[src/rtl/muldiv_seq.sv]
// Iterative RV32M multiply/divide sequencer for the EX stage.
// Shift-add multiply and restoring divide on magnitudes, one iteration per cycle.
module muldiv_seq #(
  parameter int unsigned XLEN = 32
) (
  input  logic            clk,
  input  logic            rst,
  input  logic            StartE,
  input  logic [2:0]      FunctE,
  input  logic [XLEN-1:0] SrcAE,
  input  logic [XLEN-1:0] SrcBE,
  input  logic            AbortE,
  output logic            MdStall,
  output logic [XLEN-1:0] MdResultE,
  output logic            MdDone,
  output logic            MdBusy
);

  localparam int unsigned AccW = 2 * XLEN + 1;
  localparam int unsigned CntW = $clog2(XLEN);

  typedef enum logic [1:0] {StIdle, StBusy, StDone} state_e;

  state_e            state_q, state_d;
  logic [CntW-1:0]   count_q, count_d;
  logic [2:0]        funct_q, funct_d;
  logic [AccW-1:0]   acc_q, acc_d;
  logic [XLEN-1:0]   opb_q, opb_d;
  logic              sign_q, sign_d;
  logic              rem_sign_q, rem_sign_d;

  // Operand capture decode
  logic              signed_div, sign_a_en, sign_b_en, neg_a, neg_b;
  logic              div_zero, div_ovf;
  logic [XLEN-1:0]   mag_a, mag_b;

  always_comb begin
    signed_div = FunctE[2] & ~FunctE[0];
    sign_a_en  = (~FunctE[2] & (FunctE[1:0] != 2'b11)) | signed_div;
    sign_b_en  = (FunctE == 3'b001) | signed_div;
    neg_a      = sign_a_en & SrcAE[XLEN-1];
    neg_b      = sign_b_en & SrcBE[XLEN-1];
    mag_a      = neg_a ? -SrcAE : SrcAE;
    mag_b      = neg_b ? -SrcBE : SrcBE;
    div_zero   = FunctE[2] & (SrcBE == '0);
    div_ovf    = signed_div & (SrcAE == {1'b1, {(XLEN-1){1'b0}}}) & (SrcBE == '1);
  end

  // One iteration of each datapath
  logic [XLEN:0]     mul_sum;
  logic [AccW-1:0]   mul_next;
  logic [XLEN:0]     div_sh;
  logic [XLEN+1:0]   div_trial;
  logic              div_borrow;
  logic [AccW-1:0]   div_next;

  always_comb begin
    mul_sum    = acc_q[AccW-1:XLEN] + (acc_q[0] ? {1'b0, opb_q} : '0);
    mul_next   = {mul_sum, acc_q[XLEN-1:0]} >> 1;
    div_sh     = {acc_q[2*XLEN-1:XLEN], acc_q[XLEN-1]};
    div_trial  = {1'b0, div_sh} - {2'b00, opb_q};
    div_borrow = div_trial[XLEN+1];
    div_next   = {1'b0,
                  div_borrow ? div_sh[XLEN-1:0] : div_trial[XLEN-1:0],
                  acc_q[XLEN-2:0], ~div_borrow};
  end

  always_comb begin
    state_d    = state_q;
    count_d    = count_q;
    funct_d    = funct_q;
    acc_d      = acc_q;
    opb_d      = opb_q;
    sign_d     = sign_q;
    rem_sign_d = rem_sign_q;
    if (AbortE) begin
      state_d = StIdle;
    end else begin
      case (state_q)
        StIdle: begin
          if (StartE) begin
            funct_d    = FunctE;
            opb_d      = mag_b;
            count_d    = '0;
            sign_d     = neg_a ^ neg_b;
            rem_sign_d = neg_a;
            acc_d      = {{(XLEN+1){1'b0}}, mag_a};
            state_d    = StBusy;
            // Special divides bypass iteration with a preloaded, sign-free result
            if (div_zero) begin
              acc_d      = {1'b0, SrcAE, {XLEN{1'b1}}};
              sign_d     = 1'b0;
              rem_sign_d = 1'b0;
              state_d    = StDone;
            end else if (div_ovf) begin
              acc_d      = {{(XLEN+1){1'b0}}, 1'b1, {(XLEN-1){1'b0}}};
              sign_d     = 1'b0;
              rem_sign_d = 1'b0;
              state_d    = StDone;
            end
          end
        end
        StBusy: begin
          acc_d   = funct_q[2] ? div_next : mul_next;
          count_d = count_q + CntW'(1);
          if (count_q == CntW'(XLEN - 1)) begin
            state_d = StDone;
          end
        end
        StDone: state_d = StIdle;
        default: state_d = StIdle;
      endcase
    end
  end

  always_ff @(posedge clk) begin
    if (rst) begin
      state_q    <= StIdle;
      count_q    <= '0;
      funct_q    <= '0;
      acc_q      <= '0;
      opb_q      <= '0;
      sign_q     <= 1'b0;
      rem_sign_q <= 1'b0;
    end else begin
      state_q    <= state_d;
      count_q    <= count_d;
      funct_q    <= funct_d;
      acc_q      <= acc_d;
      opb_q      <= opb_d;
      sign_q     <= sign_d;
      rem_sign_q <= rem_sign_d;
    end
  end

  // Result selection from registered state only
  logic [2*XLEN-1:0] prod, prod_fix;
  logic [XLEN-1:0]   quot_fix, rem_fix, sel;

  always_comb begin
    prod     = acc_q[2*XLEN-1:0];
    prod_fix = sign_q ? -prod : prod;
    quot_fix = sign_q ? -acc_q[XLEN-1:0] : acc_q[XLEN-1:0];
    rem_fix  = rem_sign_q ? -acc_q[2*XLEN-1:XLEN] : acc_q[2*XLEN-1:XLEN];
    case (funct_q)
      3'b000:                 sel = prod_fix[XLEN-1:0];
      3'b001, 3'b010, 3'b011: sel = prod_fix[2*XLEN-1:XLEN];
      3'b100, 3'b101:         sel = quot_fix;
      default:                sel = rem_fix;
    endcase
  end

  always_comb begin
    MdStall   = StartE & (state_q != StDone) & ~rst & ~AbortE;
    MdDone    = (state_q == StDone) & ~rst & ~AbortE;
    MdBusy    = (state_q != StIdle) & ~rst;
    MdResultE = ((state_q == StDone) && !rst) ? sel : '0;
  end

endmodule

[config.mk]
export PLATFORM = sky130hd
export DESIGN_NAME = muldiv_seq
export DESIGN_NICKNAME = d
export VERILOG_FILES = /design/src/rtl/muldiv_seq.sv
export SDC_FILE = /design/constraint.sdc
export NUM_CORES = 1
export LEC_CHECK = 0
export BUFFER_PORTS_ARGS = -buffer_cell sky130_fd_sc_hd__buf_2
export CAP_MARGIN = 10
export CORE_UTILIZATION = 52
export CTS_BUF_LIST = sky130_fd_sc_hd__clkbuf_8
export CTS_CLUSTER_DIAMETER = 200
export DETAILED_ROUTE_END_ITERATION = 16
export GPL_ROUTABILITY_DRIVEN = 1
export PLACE_DENSITY = 0.71
export RECOVER_POWER = 100
export SLEW_MARGIN = 20
export SYNTH_ARGS = -nofsm -noshare
export SYNTH_HDL_FRONTEND = slang
export SYNTH_SLANG_ARGS = --single-unit
[constraint.sdc]
create_clock -name clk -period 3.8 [get_ports clk]
set_clock_uncertainty 0.1 [all_clocks]
set_input_delay 0.76 -clock clk [delete_from_list [all_inputs] [get_ports clk]]
set_output_delay 0.76 -clock clk [all_outputs]
set_load 0.05 [all_outputs]
==> flow_metrics.env <==
export IMPL_vias=15620
export IMPL_grt_pass1_vias=14250
export IMPL_yosys_warnings=0
export IMPL_drive_gt1_share_pct=22.45
export IMPL_layoutNonFillerInstCount=2375
export IMPL_violations="max-capacitance violations, max-slew violations, negative setup slack"
export IMPL_chipHeight_um=159.5
export IMPL_worstPathArrival_ns=3.44
export IMPL_critical_path_required_ns=2.94
export IMPL_numCtsBuffers=9
export IMPL_grt_max_degree=72
export IMPL_peakVddDrop_uv=169.7
export IMPL_synth_edf_count=0
export IMPL_crit_type="reg2out"
export IMPL_core_area_sq_um=24320
export IMPL_vias_per_cell=6.579
export IMPL_ant_nets=0
export IMPL_worst_skew_pair_late_latency_ns=0.43
export IMPL_fin_ws_ns=-0.4992
export IMPL_hp_class="reg2reg"
export IMPL_yosysSeqAreaShare_pct=16.77
export IMPL_synth_seq_cells=108
export IMPL_cts_htree_levels=3
export IMPL_synth_largest_area_cell="dfxtp_1"
export IMPL_max_cap_violations=1
export IMPL_drtPass1Iterations=9
export IMPL_power_total_uw=4456
export IMPL_cts_sinks=108
export IMPL_grt_pass1_wl_mm=81.89
export IMPL_dp_hpwl_mm=41.59
export IMPL_avgSynthCellArea_sq_um=6.922
export IMPL_synthDistinctLibCells=79
export IMPL_worst_slew_pin_slew_ns=2.489
export IMPL_initial_core_util_pct=53.03
export IMPL_hold_viol_final=0
export IMPL_synth_area_sq_um=12900
export IMPL_synth_area_leaders="dfxtp_1 (17%), a21oi_1 (7.8%), xnor2_1 (7.3%)"
export IMPL_fill_cells=2226
export IMPL_timing_fmax_ghz=0.2326
export IMPL_die_x_um=159.5
export IMPL_ys_flop_type="dfxtp_1"
export IMPL_slew_headroom_pct=-67.07
export IMPL_dp_cells=2329
export IMPL_cts_path_max_buffers=2
export IMPL_synth_top_area_share_pct=16.77
export IMPL_maxSlewViolCount=29
export IMPL_fin_nets=2188
export IMPL_cts_tree="built"
export IMPL_ys_top_cells_by_count="nor2_1 (214), a21oi_1 (201), o21ai_0 (152)"
export IMPL_cts_root_buffer="clkbuf_8"
export IMPL_rsz0062_at_grt="true"
export IMPL_num_rows=57
export IMPL_overflow=0
export IMPL_status="complete, but fails checks"
export IMPL_die_area_sq_um=25430
export IMPL_period_needed_ns=4.299
export IMPL_port_buffers=105
export IMPL_syn_inst=1863
export IMPL_fin_crit_sh_pct=113.1
export IMPL_dr_first_iter_drc_count=2097
export IMPL_powerDensity_nw_per_um2=279.0
export IMPL_routedWlPerCell_um=22.71
export IMPL_leakage_uw=0.006213
export IMPL_routed_wl_mm=53.94
export IMPL_start_kind="register"
export IMPL_drc=0
export IMPL_setup_viol=52
export IMPL_track_usage_pct=41.03
export IMPL_clk_pin_slew_ns=0.14
export IMPL_synth_most_common_cell="nor2_1"
export IMPL_syn_num_nets=2007
export IMPL_worstSetupEndpointType="output pin"
export IMPL_boundaryPins=106
export IMPL_synthArstFlopShare_pct=0
export IMPL_antenna_found_initial=4
export IMPL_globalplace_congestion=1.031
export IMPL_syn2layout_area_growth_pct=23.84
export IMPL_critPathMaxFanout=7
sequential cells by signal, summed over array words and instances (netlist names):
name / flops
acc_q: 64
count_q: 5
state_q: 2
rem_sign_q: 1
opb_q: 32
funct_q: 3
sign_q: 1
cells in the final DEF (no fill, tap or decap), types with 45 or more instances in the layout:
cell type / instances
nor3_1: 62
buf_2: 71
buf_4: 173
ha_1: 70
dfxtp_1: 100
inv_1: 63
buf_6: 45
o21ai_0: 124
xnor2_1: 103
a21oi_1: 183
nand2_1: 138
nor2_1: 208
xor2_1: 81
a211oi_1: 51
logic make-up (layout without fill, tap and decap cells):
| group | count (synthesis) | in the layout | share of synthesized area, % |
|---|---|---|---|
| AOI/OAI and AO/OA | 626 | 626 | 30.73 |
| and+or+nand+nor | 634 | 634 | 23.78 |
| DFF | 108 | 108 | 16.77 |
| adders and majority gates | 73 | 73 | 7.199 |
| xor gates and xnor gates | 190 | 190 | 12.90 |
| buffers and inverters | 198 | 384 | 5.957 |
| muxes | 34 | 34 | 2.668 |
| other | 0 | 2 | 0 |
what timing repair did:
| item | 4_1_cts | 5_1_grt |
|---|---|---|
| endpoints found under the setup margin | 32 | 41 |
| setup buffers | 15 | 15 |
| hold buffers | 0 | 0 |
| pin swaps | 36 | 33 |
| resized for setup | 147 | 59 |
per-stage QoR:
| step | instance area, sq um | utilization, % | hold slack (ns) | setup TNS [ns] | setup slack [ns] |
|---|---|---|---|---|---|
| 6_report | 15970 | 65.67 | 0.4086 | -10.19 | -0.4992 |
| 5_1_grt | 15970 | 65.67 | 0.4317 | -17.81 | -0.5656 |
| 4_1_cts | 15720 | 64.63 | 0.4116 | -5.157 | -0.4017 |
| 3_5_place_dp | 14880 | 61.19 | 0.3941 | -1.320 | -0.2659 |
| 3_3_place_gp | 14880 | 61.19 | 0.3760 | -0.8158 | -0.2239 |
| 2_1_floorplan | 13110 | - | 0.3484 | -0.2247 | -0.1589 |
report_power, final:
| part | switching [uW] | internal, uW |
|---|---|---|
| combinational | 1390 | 909 |
| sequential | 86.0 | 1210 |
| clock | 527 | 329 |
area by class of cell:
type                    instances  area (sq um)  share of cell area, %
multi-input cells            1557         10640                  66.63
flip-flops and latches        108          2172                  13.60
repair buffers                301          2265                  14.18
inverters                      67         255.2                  1.598
diodes                          2         5.005                0.03134
clock inverters                 7         102.6                 0.6424
well taps                     324         405.4                  2.538
clock buffers                   9         123.9                 0.7756
critical path, cell delays in order (launching register included):
cell and delay [ns]:
dfxtp_2 0.35, buf_6 0.12, nor4_4 0.25, nand2_1 0.14
or4b_4 0.57, or3_4 0.37, nand2b_4 0.19, or2_4 0.28
o21ai_4 0.16, xor2_2 0.10, a221oi_4 0.30, buf_6 0.19
path summary, 6_finish.rpt:
check        startpoint            end  slack [ns]  depth (start not counted)
max           acc_q[32]  MdResultE[27]       -0.50                         11
min            opb_q[2]       opb_q[2]        0.41                          2
max reg2reg   acc_q[38]      acc_q[48]       -0.12                         12
min reg2reg    opb_q[2]       opb_q[2]        0.41                          2
metal layers:
layer / up-vias / part of all wire [%] / GRT usage [%]
met5: - / 0.048 / 0
met4: 4 / 4.7 / 18.92
met3: 165 / 10 / 6.486
met2: 901 / 43 / 62.96
met1: 7348 / 42 / 56.14
li1: 7206 / - / -
No activity file was read; power rests on OpenSTA's default activity.
